<file path="src/rtl/reorder_buffer.sv">
// In-order retirement buffer: allocate at tail, complete out of order, retire one done head entry per cycle.
// Commit follows completion of the head by one cycle; alloc_ready drops only when all DEPTH entries are occupied.
`ifndef NUM_D_REG
`define NUM_D_REG 64
`endif
`ifndef NUM_S_REG
`define NUM_S_REG 32
`endif

module reorder_buffer #(
  parameter int DEPTH = 16,
  parameter int D_AW  = $clog2(`NUM_D_REG),
  parameter int S_AW  = $clog2(`NUM_S_REG)
) (
  input  logic                     clk,
  input  logic                     n_rst,
  input  logic                     alloc_valid,
  input  logic                     alloc_use_rw,
  input  logic                     alloc_use_rs,
  input  logic [D_AW-1:0]          alloc_prev_rw_addr,
  input  logic [S_AW-1:0]          alloc_prev_rs_addr,
  output logic                     alloc_ready,
  output logic [$clog2(DEPTH)-1:0] alloc_tag,
  input  logic                     complete_valid,
  input  logic [$clog2(DEPTH)-1:0] complete_tag,
  input  logic                     flush,
  output logic                     commit_valid,
  output logic                     commit_use_rw,
  output logic                     commit_use_rs,
  output logic [D_AW-1:0]          commit_prev_rw_addr,
  output logic [S_AW-1:0]          commit_prev_rs_addr,
  output logic [$clog2(DEPTH):0]   count
);

  localparam int AW = $clog2(DEPTH);

  logic [DEPTH-1:0] ent_valid;
  logic [DEPTH-1:0] ent_done;
  logic [DEPTH-1:0] ent_use_rw;
  logic [DEPTH-1:0] ent_use_rs;
  logic [D_AW-1:0]  ent_prev_rw [DEPTH];
  logic [S_AW-1:0]  ent_prev_rs [DEPTH];
  logic [AW-1:0]    head;
  logic [AW-1:0]    tail;
  logic             do_alloc;
  logic             do_complete;

  assign alloc_ready = (count != (AW+1)'(DEPTH));
  assign alloc_tag   = tail;
  assign do_alloc    = alloc_valid & alloc_ready & ~flush;
  assign do_complete = complete_valid & ~flush & ent_valid[complete_tag];

  assign commit_valid        = ent_valid[head] & ent_done[head] & ~flush;
  assign commit_use_rw       = ent_use_rw[head] & commit_valid;
  assign commit_use_rs       = ent_use_rs[head] & commit_valid;
  assign commit_prev_rw_addr = ent_prev_rw[head];
  assign commit_prev_rs_addr = ent_prev_rs[head];

  always_ff @(posedge clk or negedge n_rst) begin
    if (!n_rst) begin
      ent_valid  <= '0;
      ent_done   <= '0;
      ent_use_rw <= '0;
      ent_use_rs <= '0;
      for (int i = 0; i < DEPTH; i++) begin
        ent_prev_rw[i] <= '0;
        ent_prev_rs[i] <= '0;
      end
      head  <= '0;
      tail  <= '0;
      count <= '0;
    end else if (flush) begin
      ent_valid <= '0;
      ent_done  <= '0;
      head      <= '0;
      tail      <= '0;
      count     <= '0;
    end else begin
      if (do_alloc) begin
        ent_valid[tail]   <= 1'b1;
        ent_done[tail]    <= 1'b0;
        ent_use_rw[tail]  <= alloc_use_rw;
        ent_use_rs[tail]  <= alloc_use_rs;
        ent_prev_rw[tail] <= alloc_prev_rw_addr;
        ent_prev_rs[tail] <= alloc_prev_rs_addr;
        tail              <= tail + AW'(1);
      end
      if (do_complete) begin
        ent_done[complete_tag] <= 1'b1;
      end
      // Retirement clears the head last so it wins over a redundant complete to the same entry.
      if (commit_valid) begin
        ent_valid[head] <= 1'b0;
        ent_done[head]  <= 1'b0;
        head            <= head + AW'(1);
      end
      case ({do_alloc, commit_valid})
        2'b10:   count <= count + (AW+1)'(1);
        2'b01:   count <= count - (AW+1)'(1);
        default: count <= count;
      endcase
    end
  end

endmodule
</file>
<file path="config.mk">
export PLATFORM = sky130hd
export DESIGN_NAME = reorder_buffer
export DESIGN_NICKNAME = d
export VERILOG_FILES = /design/src/rtl/reorder_buffer.sv
export SDC_FILE = /design/constraint.sdc
export NUM_CORES = 1
export LEC_CHECK = 0
export BUFFER_PORTS_ARGS = -buffer_cell sky130_fd_sc_hd__buf_4
export CAP_MARGIN = 10
export CORE_MARGIN = 4
export CORE_UTILIZATION = 65
export DETAILED_ROUTE_END_ITERATION = 12
export GPL_TIMING_DRIVEN = 0
export HOLD_SLACK_MARGIN = 0.05
export PLACE_DENSITY_LB_ADDON = 0.08
export SETUP_SLACK_MARGIN = 0.1
export SYNTH_ARGS = -nofsm -noshare
export SYNTH_HDL_FRONTEND = slang
export SYNTH_SLANG_ARGS = --single-unit
</file>
<file path="constraint.sdc">
create_clock -name clk -period 8.2 [get_ports clk]
set_input_delay 2.46 -clock clk [delete_from_list [all_inputs] [get_ports clk]]
set_output_delay 2.46 -clock clk [all_outputs]
set_load 0.01 [all_outputs]
</file>
==> run summary, run 1 <==
Worst hold start = ent_use_rs[1]$_DFFE_PN0P_
Synth-to-Final Area Change = 12.9%
Worst Setup SP = flush
Boundary Pins = 46
Part of the power in registers = 48.3%
Starting Density = 66.8%
Post-DP Area = 0.0128 mm^2
RSZ-0062 raised after global routing = no
Initial antenna violation count = 0
Most frequent cells in the layout = dfrtp_1, mux2_2, mux4_2
Worst-Margin Slew = 1030 ps
Switch Pwr = 0.679 mW
Ranking of synthesized cells by area = dfrtp_1, mux2_2, mux4_2
Diode count = 0
Fin. Hold Viols = 0
Outcome = completed
Via count = 7945
Fraction of layout cells with a size suffix above 1 = 45.8%
CTS tree = yes
Cells after DPL = 1091
Nets = 924
Slew margin rel. = 31.3%
Gpl congestion = 0.970
Pint = 2.19 mW
Root Driver = clkbuf_16
GR Overflow Total = 0
Mean Syn Cell Area = 14.9 um^2
Skew-Pair Late Insertion Delay = 550 ps
DP Wirelength = 20700 um
DR pass1 iterations = 5
Drt drc = 0
Post-synth EDFFs = 0
Syn Nets = 849
Final period util = 72.2%
Worst setup path class = in2out
FF+latch area = 0.00633 mm^2
Synth unique cells = 51
Share of flip-flops with an asynchronous set or reset = 100%
Seq cells post-synth = 253
Worst min-delay path category = reg2reg
Rows = 49
Maximum fanout along the worst path = 10
Post-route cell area = 0.0137 mm^2
# resized after CTS = 0
Die Span Y = 145 um
Multi-input gate area = 0.00545 mm^2
Yosys top cell area share = 52.0%
Drt initial violations = 687
Max Cap Viol = 0
Die footprint = 0.0210 mm^2
Number of post-CTS setup repair buffers = 0
Commonest non-fill, non-tap cell in the layout = dfrtp_1
Synthesized cell area = 0.0122 mm^2
Overall Global Routing Usage = 32.2%
Final TNS setup = 0 ps
Reg2reg start = head[1]$_DFFE_PN0P_
CTS H-tree depth = 1
Clock transition at the registers of the reported paths = 60 ps
Critical path arrival = 3460 ps
Yosys Warn Count = 0
# hold bufs at CTS = 0
Cell Pwr Density = 209 mW/mm^2
PortBufs = 43
Sequential fraction of the synthesis area = 52.0%
Main synth FF type = dfrtp_1
First-pass GRT wire length = 49900 um
Num Clock Sinks = 253
Post-Syn Instances = 817
Maximum VDD drop = 185 uV
Vias in the first global route = 8521
LEAKAGE = 6.26 nW
Combinational power share = 9.8%
Sw frac = 23.7%
Synth area leader = dfrtp_1
Routed wire length = 32300 um
Required @ worst endpoint = 5740 ps
Max Freq = 169 MHz
Max Slew Vio Count = 0
Setup Skew = 19.0 ps
Largest net degree at the start of global routing = 97
Layout Cells excl Fill = 1142
Die width = 145 um
Clk pwr share = 42.0%
Fill count = 1114
Period minus WS final = 5920 ps
Routed len/inst = 28.3 um
Final setup viols = 0
Routed Antenna Nets = 0
Startpoint Class = input port
Clock Tree Buf Depth = 3
CTS Buf Count = 27
Drt via density = 6.96
Core region area = 0.0182 mm^2
Nature of the critical path endpoint = output pin
[registers in the layout, summed over array words and instances, names as in the netlist]
signal	cells
ent_prev_rw	96
ent_done	16
count	5
ent_use_rw	16
ent_use_rs	16
head	4
ent_valid	16
ent_prev_rs	80
alloc_tag	4
[routing by layer]
metal	track usage (%)	vias to the layer above	part of all wire [%]
li1	-	3253	-
met5	0	-	0
met2	53.6	422	50
met4	11.9	0	4.0
met1	42.4	4166	39
met3	6.44	104	7.7
[final timing paths]
kind                       slack [ps]  depth (start not counted)                     endpoint
setup / recovery                 2280                          5                commit_use_rw
max in group asynchronous        5430                          2  ent_prev_rw[58]$_DFFE_PN0P_
setup reg to reg                 4900                         14         count[4]$_DFFE_PN0P_
hold / removal                    500                          1    ent_use_rs[1]$_DFFE_PN0P_
min in group asynchronous        1890                          1         count[2]$_DFFE_PN0P_
hold reg to reg                   500                          1    ent_use_rs[1]$_DFFE_PN0P_
[per-stage QoR]
| stage | hold WS [ps] | setup WS [ps] | power (mW) | util [%] |
|---|---|---|---|---|
| detailed placement | 484 | 2300 | 1.68 | 70.5 |
| finish | 496 | 2280 | 2.87 | 75.4 |
| global route | 507 | 2240 | 2.97 | 75.4 |
| floorplan | 459 | 2830 | 1.56 | - |
| CTS | 497 | 2310 | 2.88 | 75.4 |
| global placement | 469 | 2350 | 1.65 | 70.2 |
[synth_stat cells (4+ instances only)]
master,n
nand4_1,5
a311oi_1,27
mux4_2,77
a2bb2oi_1,8
buf_6,4
nand2_1,13
inv_1,13
dfrtp_1,253
and3b_1,4
nor3_1,6
mux2_1,10
nor2b_1,11
clkbuf_1,28
buf_1,4
nand3_1,9
nor2_1,29
a21oi_1,10
mux2_2,198
a32oi_1,8
a31oi_1,7
xor2_1,4
buf_2,29
ha_1,10
[worst max-delay path, stage by stage]
cell and delay (ps):
buf_4 110, clkinv_1 280, nand3_1 360, nor2b_1 90, buf_4 150
[cell families after synthesis]
kind of cell               count (synthesis)  synth area share (%)
muxes                                    285                  33.5
DFF                                      253                  52.0
and+or+nand+nor                          105                  5.03
buffers and inverters                     83                  3.19
AOI/OAI and AO/OA                         74                  4.73
adders and majority gates                 10                  1.03
xor gates and xnor gates                   7                 0.504
[power groups by stage]
stage	Sequential (mW)	Combinational, mW	Clock, mW
global route	1.39	0.302	1.27
floorplan	1.39	0.173	0
finish	1.38	0.280	1.20
global placement	1.39	0.260	0
detailed placement	1.40	0.278	0
CTS	1.38	0.281	1.21
[area by class of cell]
| cell class | instances | area share (%) |
|---|---|---|
| Buffer | 69 | 2.44 |
| Inverter | 14 | 0.383 |
| Clock buffer | 35 | 5.36 |
| Clock inverter | 15 | 1.06 |
| Multi-Input combinational cell | 481 | 39.7 |
| Timing Repair Buffer | 46 | 2.91 |
| Tap cell | 229 | 2.09 |
| Sequential cell | 253 | 46.1 |
No activity file was read; power rests on OpenSTA's default activity.
==> run 2, diff against run 1 <==
CORE_UTILIZATION = 56   (was 65)
clock period = 5.1 ns   (was 8.2 ns; I/O delays follow)
==> run 2 against run 1 <==
Global-route usage decreased by 4.0 points. Hold slack got worse by 6.3 ps. Sequential share of layout area decreased by 0.13 points. First-iteration DRC count increased by 5.8%. Non-clock buffer count unchanged. Combinational power increased by 60%. Critical path depth increased by 1. Clock skew decreased by 4.3 ps. Register-to-register slack got worse by 3200 ps. Clock power increased by 54%. Largest cell class unchanged.
==> run summary, run 2 (synthesis gave the netlist of run 1 again) <==
Placement Setup Slack = 741 ps (-1560 ps)
Pint = 3.47 mW (+59%)
Fin. Hold Viols = 0 (unchanged)
Initial antenna violation count = 0 (unchanged)
Switch Pwr = 1.05 mW (+55%)
Synth-to-Final Area Change = 13.2%
Maximum fanout along the worst path = 10 (unchanged)
Drt via density = 6.60 (-5.1%)
Post-route cell area = 0.0138 mm^2 (+0.28%)
Sw frac = 23.3% (-0.37 points)
Cell Pwr Density = 328 mW/mm^2 (+57%)
Overall Global Routing Usage = 28.1% (-4.0 points)
Via count = 7829 (-1.5%)
Max Slew Vio Count = 0 (unchanged)
DP Wirelength = 21300 um (+2.4%)
Routed len/inst = 28.0 um (-1.2%)
Boundary Pins = 46 (unchanged)
Clock transition at the registers of the reported paths = 60 ps (about the same)
Max Cap Viol = 0 (unchanged)
GR Overflow Total = 0 (unchanged)
Startpoint Class = flop
Worst hold start = ent_prev_rw[13]$_DFFE_PN0P_
# hold bufs at CTS = 0 (unchanged)
Post-DP Area = 0.0129 mm^2 (+0.45%)
Final setup viols = 0 (unchanged)
Setup Skew = 14.7 ps (-4.30 ps)
CTS H-tree depth = 1 (unchanged)
Commonest non-fill, non-tap cell in the layout = dfrtp_1
Largest net degree at the start of global routing = 121 (+25%)
Met1 global-route usage = 38.1% (-4.3 points)
Clk pwr share = 41.0% (-1.0 points)
Period minus WS final = 4900 ps
Starting Density = 57.3% (-9.5 points)
Worst setup path class = reg2out
Part of the power in registers = 49.1% (+0.8 points)
Nature of the critical path endpoint = output pin
Buf+Inv Stages, Crit Path = 4 (+1)
DR pass1 iterations = 7 (+2)
Worst Setup SP = head[1]$_DFFE_PN0P_
Fraction of layout cells with a size suffix above 1 = 45.2% (-0.56 points)
Die width = 155 um (+7.3%)
Combinational power share = 9.9% (about the same)
Slew margin rel. = 27.5% (-3.8 points)
Vias in the first global route = 8528 (+0.082%)
Slowest Stage Delay on Critical Path = 770 ps (+410 ps)
Die Span Y = 155 um (+7.3%)
Busiest grt layer = met2
Delay-heaviest family, CP = buffers and inverters
Routed Antenna Nets = 0 (unchanged)
Final period util = 96.1%
Nets = 924 (unchanged)
Number of post-CTS setup repair buffers = 0 (unchanged)
Max Freq = 204 MHz
Most frequent cells in the layout = dfrtp_1, mux2_2, mux4_2
GR met2 Demand/Resource = 45.9% (-7.7 points)
CP Cell Sequence = buf_2 -> buf_4 -> clkbuf_1 -> mux4_2 -> mux4_2 -> buf_4
Root Driver = clkbuf_16
Die footprint = 0.0242 mm^2 (+15%)
Max reg flops = 96 (unchanged)
Required @ worst endpoint = 3570 ps (-2170 ps)
Maximum VDD drop = 316 uV (+71%)
Worst-Margin Slew = 1090 ps (+56.6 ps)
First-pass GRT wire length = 51200 um (+2.6%)
Drt initial violations = 727 (+5.8%)
Met3 GRT Util = 6.23% (-0.21 points)
# resized after CTS = 0 (unchanged)
LEAKAGE = 6.25 nW (-0.25%)
Layout Cells excl Fill = 1186 (+3.9%)
Worst setup margin = 201 ps (-2080 ps)
CTS Buf Count = 27 (unchanged)
PortBufs = 43 (unchanged)
Num Clock Sinks = 253 (unchanged)
Reg2reg start = head[1]$_DFFE_PN0P_
Gpl congestion = 0.924 (-4.7%)
Critical path arrival = 3370 ps (-90 ps)
Routed wire length = 33200 um (+2.7%)
Core region area = 0.0212 mm^2 (+17%)
Most flops, register = ent_prev_rw
Diode count = 0 (unchanged)
Drt drc = 0 (unchanged)
Clock Tree Buf Depth = 3 (unchanged)
Cells after DPL = 1137 (+4.2%)
Skew-Pair Late Insertion Delay = 540 ps (about the same)
CTS tree = yes
Final TNS setup = 0 ps (unchanged)
Outcome = completed
Rows = 53 (+8.2%)
Final Util = 64.9% (-11 points)
RSZ-0062 raised after global routing = no
Slowest CP cell = clkbuf_1
Biggest regs = ent_prev_rw (96), ent_prev_rs (80)
Worst min-delay path category = reg2reg
## run 2: cell types whose count changed in the layout (fill, tap and decap cells not counted), moves of 2 or more
| cell | change |
|---|---|
| clkbuf_1 | +2 |
| clkinv_2 | -8 |
| bufinv_16 | -2 |
| clkdlybuf4s15_1 | +2 |
| clkbuf_8 | +4 |
## run 2: final timing paths
| kind | end | slack (ps) | depth (start not counted) |
|---|---|---|---|
| max | commit_prev_rs_addr[4] | 200 | 6 |
| min | ent_prev_rw[13]$_DFFE_PN0P_ | 490 | 1 |
| max reg2reg | count[4]$_DFFE_PN0P_ | 1740 | 14 |
| min reg2reg | ent_prev_rw[13]$_DFFE_PN0P_ | 490 | 1 |
| max in group asynchronous | ent_prev_rw[56]$_DFFE_PN0P_ | 3310 | 2 |
| min in group asynchronous | count[3]$_DFFE_PN0P_ | 880 | 1 |
## run 2: layer usage
metal  share of wire [%]  vias to the layer above  routed length (um)
met3                 7.5                       74                2510
li1                    -                     3255                   -
met5                   0                        -                   0
met2                  49                      336               16200
met1                  40                     4164               13300
met4                 3.4                        0                1140
## run 2: metrics by stage
step           power (mW)  hold WS (ps)
4_1_cts              4.55           493
3_5_place_dp         2.70           480
5_1_grt              4.69           512
6_report             4.52           490
2_1_floorplan        2.51           459
3_3_place_gp         2.66           469
## run 2: layout make-up
cell class	instances	area (um^2)
repair buffers	46	413
well taps	275	344
clock buffers	44	810
inverters	14	52.6
fillers	1566	7440
plain buffers	69	349
flip-flops and latches	253	6330
multi-input cells	481	5450
clock inverters	4	26.3
## run 2: power groups by stage
stage	combinational (mW)	clock (mW)	sequential, mW
after floorplan	0.279	0	2.23
after global placement	0.423	0	2.24
after detailed placement	0.446	0	2.26
after CTS	0.451	1.88	2.22
after global routing	0.485	1.97	2.24
final	0.447	1.85	2.22
==> run 3, diff against run 2 <==
CORE_ASPECT_RATIO = 0.9   (was default)
CORE_UTILIZATION = 65   (was 56)
clock period = 5.7 ns   (was 5.1 ns; I/O delays follow)
==> run 3 against run 2 <==
Combinational power shrank 11%. Sequential share of layout area grew 0.19 points. Critical path type unchanged. Largest power group unchanged. Non-clock buffer count shrank 1. Core utilization grew 9.6 points. Highest routed layer is now met5.
==> run summary, run 3 (synthesis gave the netlist of run 1 again) <==
First-pass GRT wire length = 49300 um (-3.8%)
Reg2reg end = count[4]$_DFFE_PN0P_
Final setup viols = 0 (unchanged)
LEAKAGE = 6.24 nW (-0.12%)
Routed Antenna Nets = 0 (unchanged)
Core region area = 0.0184 mm^2 (-13%)
Number of post-CTS setup repair buffers = 0 (unchanged)
Delay-heaviest family, CP = buffers and inverters
Gpl congestion = 0.948 (+2.5%)
FF+latch area = 0.00633 mm^2 (unchanged)
Final Power = 4.13 mW (-8.8%)
Slowest CP cell = clkbuf_1
Routed len/inst = 28.1 um (+0.57%)
Biggest regs = ent_prev_rw (96), ent_prev_rs (80)
Fill count = 1148 (-27%)
Part of the power in registers = 48.3% (-0.8 points)
Slew margin rel. = 28.0% (+0.46 points)
Rows = 47 (-11%)
Most frequent cells in the layout = dfrtp_1, mux2_2, mux4_2
Fin. Hold Viols = 0 (unchanged)
Most flops, register = ent_prev_rw
Clk pwr share = 42.1% (+1.1 points)
WHS Path Cells = 1 (unchanged)
Nature of the critical path endpoint = output pin
Routed wire length = 32500 um (-2.1%)
Nets = 923 (-0.11%)
Worst Setup SP = head[1]$_DFFE_PN0P_
Crit path depth = 6 (unchanged)
Boundary Pins = 46 (unchanged)
Commonest non-fill, non-tap cell in the layout = dfrtp_1
Combinational power share = 9.6% (-0.3 points)
Multi-input gate area = 0.00545 mm^2 (unchanged)
GR Overflow Total = 0 (unchanged)
Worst-Margin Slew = 1080 ps (-6.89 ps)
Sw frac = 23.0% (-0.30 points)
Num Clock Sinks = 253 (unchanged)
Synth-to-Final Area Change = 12.7%
Max Freq = 196 MHz
Reg2reg start = head[1]$_DFFE_PN0P_
# resized after CTS = 0 (unchanged)
Die width = 152 um (-2.0%)
Largest net degree at the start of global routing = 129 (+6.6%)
Final period util = 89.5%
Max Cap Viol = 0 (unchanged)
Skew-Pair Late Insertion Delay = 530 ps (about the same)
Diode count = 0 (unchanged)
CP Cell Sequence = buf_2 -> buf_4 -> clkbuf_1 -> mux4_2 -> mux4_2 -> buf_4
Drt drc = 0 (unchanged)
Vias in the first global route = 8311 (-2.5%)
Drt initial violations = 786 (+8.1%)
Buf+Inv Stages, Crit Path = 4 (unchanged)
Overall Global Routing Usage = 31.3% (+3.1 points)
Required @ worst endpoint = 3990 ps (+420 ps)
Die Span Y = 138 um (-11%)
Clock Tree Buf Depth = 3 (unchanged)
DR pass1 iterations = 8 (+1)
Fraction of layout cells with a size suffix above 1 = 45.1% (-0.12 points)
RSZ-0062 raised after global routing = no
DP Wirelength = 20700 um (-2.5%)
R2r setup slk = 2310 ps (+570 ps)
R2r worst-path depth = 14 (unchanged)
Drt via density = 6.93 (+5.0%)
Max Slew Vio Count = 0 (unchanged)
Final TNS setup = 0 ps (unchanged)
Starting Density = 66.1% (+8.8 points)
CTS Buf Count = 27 (unchanged)
Initial antenna violation count = 1 (+1)
Via count = 7995 (+2.1%)
Maximum fanout along the worst path = 10 (unchanged)
Maximum VDD drop = 240 uV (-24%)
Setup Skew = 15.3 ps (+0.602 ps)
Clock transition at the registers of the reported paths = 60 ps (about the same)
CTS H-tree depth = 1 (unchanged)
CTS tree = yes
Pint = 3.18 mW (-8.4%)
Worst min-delay path category = reg2reg
Period minus WS final = 5100 ps
Switch Pwr = 0.950 mW (-9.9%)
Max reg flops = 96 (unchanged)
Cell Pwr Density = 301 mW/mm^2 (-8.4%)
CP Capture Point = commit_prev_rw_addr[3]
Outcome = completed
Slowest Stage Delay on Critical Path = 820 ps (+50 ps)
PortBufs = 43 (unchanged)
Startpoint Class = flop
Critical path arrival = 3390 ps (+20 ps)
Die footprint = 0.0210 mm^2 (-13%)
Root Driver = clkbuf_16
# hold bufs at CTS = 0 (unchanged)
Worst setup path class = reg2out
==> run 3: changes by cell type in the layout (fill, tap and decap cells not counted), sizes merged <==
cell           before  now
bufinv              0    2
clkdlybuf4s15       2    0
buf                85   84
clkinvlp            1    0
==> run 3: metrics by stage <==
step / hold slack [ps] / std cells / instance area, um^2 / setup WS (ps) / utilization [%]
after floorplan: 459 / 817 / 12200 / 1830 / -
after global placement: 469 / 1105 / 12800 / 1120 / 69.5
after detailed placement: 480 / 1106 / 12800 / 1220 / 69.7
after CTS: 494 / 1153 / 13700 / 658 / 74.5
after global routing: 508 / 1154 / 13700 / 553 / 74.5
final: 490 / 1154 / 13700 / 599 / 74.5
==> run 3: layout make-up <==
class,instances,area share [%]
Tap cell,245,2.23
Inverter,14,0.383
Buffer,69,2.44
Multi-Input combinational cell,481,39.7
Timing Repair Buffer,45,2.72
Sequential cell,253,46.1
Clock buffer,42,5.77
Clock inverter,5,0.575
==> run 3: power groups by stage <==
stage	Sequential, mW	Clock [mW]	Combinational [mW]
4_1_cts	1.99	1.74	0.400
3_3_place_gp	2.00	0	0.373
3_5_place_dp	2.02	0	0.398
5_1_grt	2.00	1.82	0.431
6_report	1.99	1.74	0.397
2_1_floorplan	2.00	0	0.249
==> run 3: routing by layer <==
metal / part of all wire (%) / wire (um) / track usage (%) / up-vias
met5: 0.034 / 11 / 0 / -
met4: 3.6 / 1170 / 10.7 / 2
met3: 9.2 / 2980 / 7.54 / 86
met2: 48 / 15700 / 51.2 / 430
met1: 39 / 12600 / 42.0 / 4219
li1: - / - / - / 3258
==> run 3: worst min path at each step <==
stage / to / slack, ps / startpoint
final: ent_prev_rw[13]$_DFFE_PN0P_ / 490 / ent_prev_rw[13]$_DFFE_PN0P_
after global routing: ent_prev_rs[54]$_DFFE_PN0P_ / 510 / ent_prev_rs[54]$_DFFE_PN0P_
after CTS: ent_prev_rs[54]$_DFFE_PN0P_ / 490 / ent_prev_rs[54]$_DFFE_PN0P_
after detailed placement: ent_prev_rs[54]$_DFFE_PN0P_ / 480 / ent_prev_rs[54]$_DFFE_PN0P_
after global placement: ent_use_rs[1]$_DFFE_PN0P_ / 470 / ent_use_rs[1]$_DFFE_PN0P_
after floorplan: ent_prev_rs[54]$_DFFE_PN0P_ / 460 / ent_prev_rs[54]$_DFFE_PN0P_
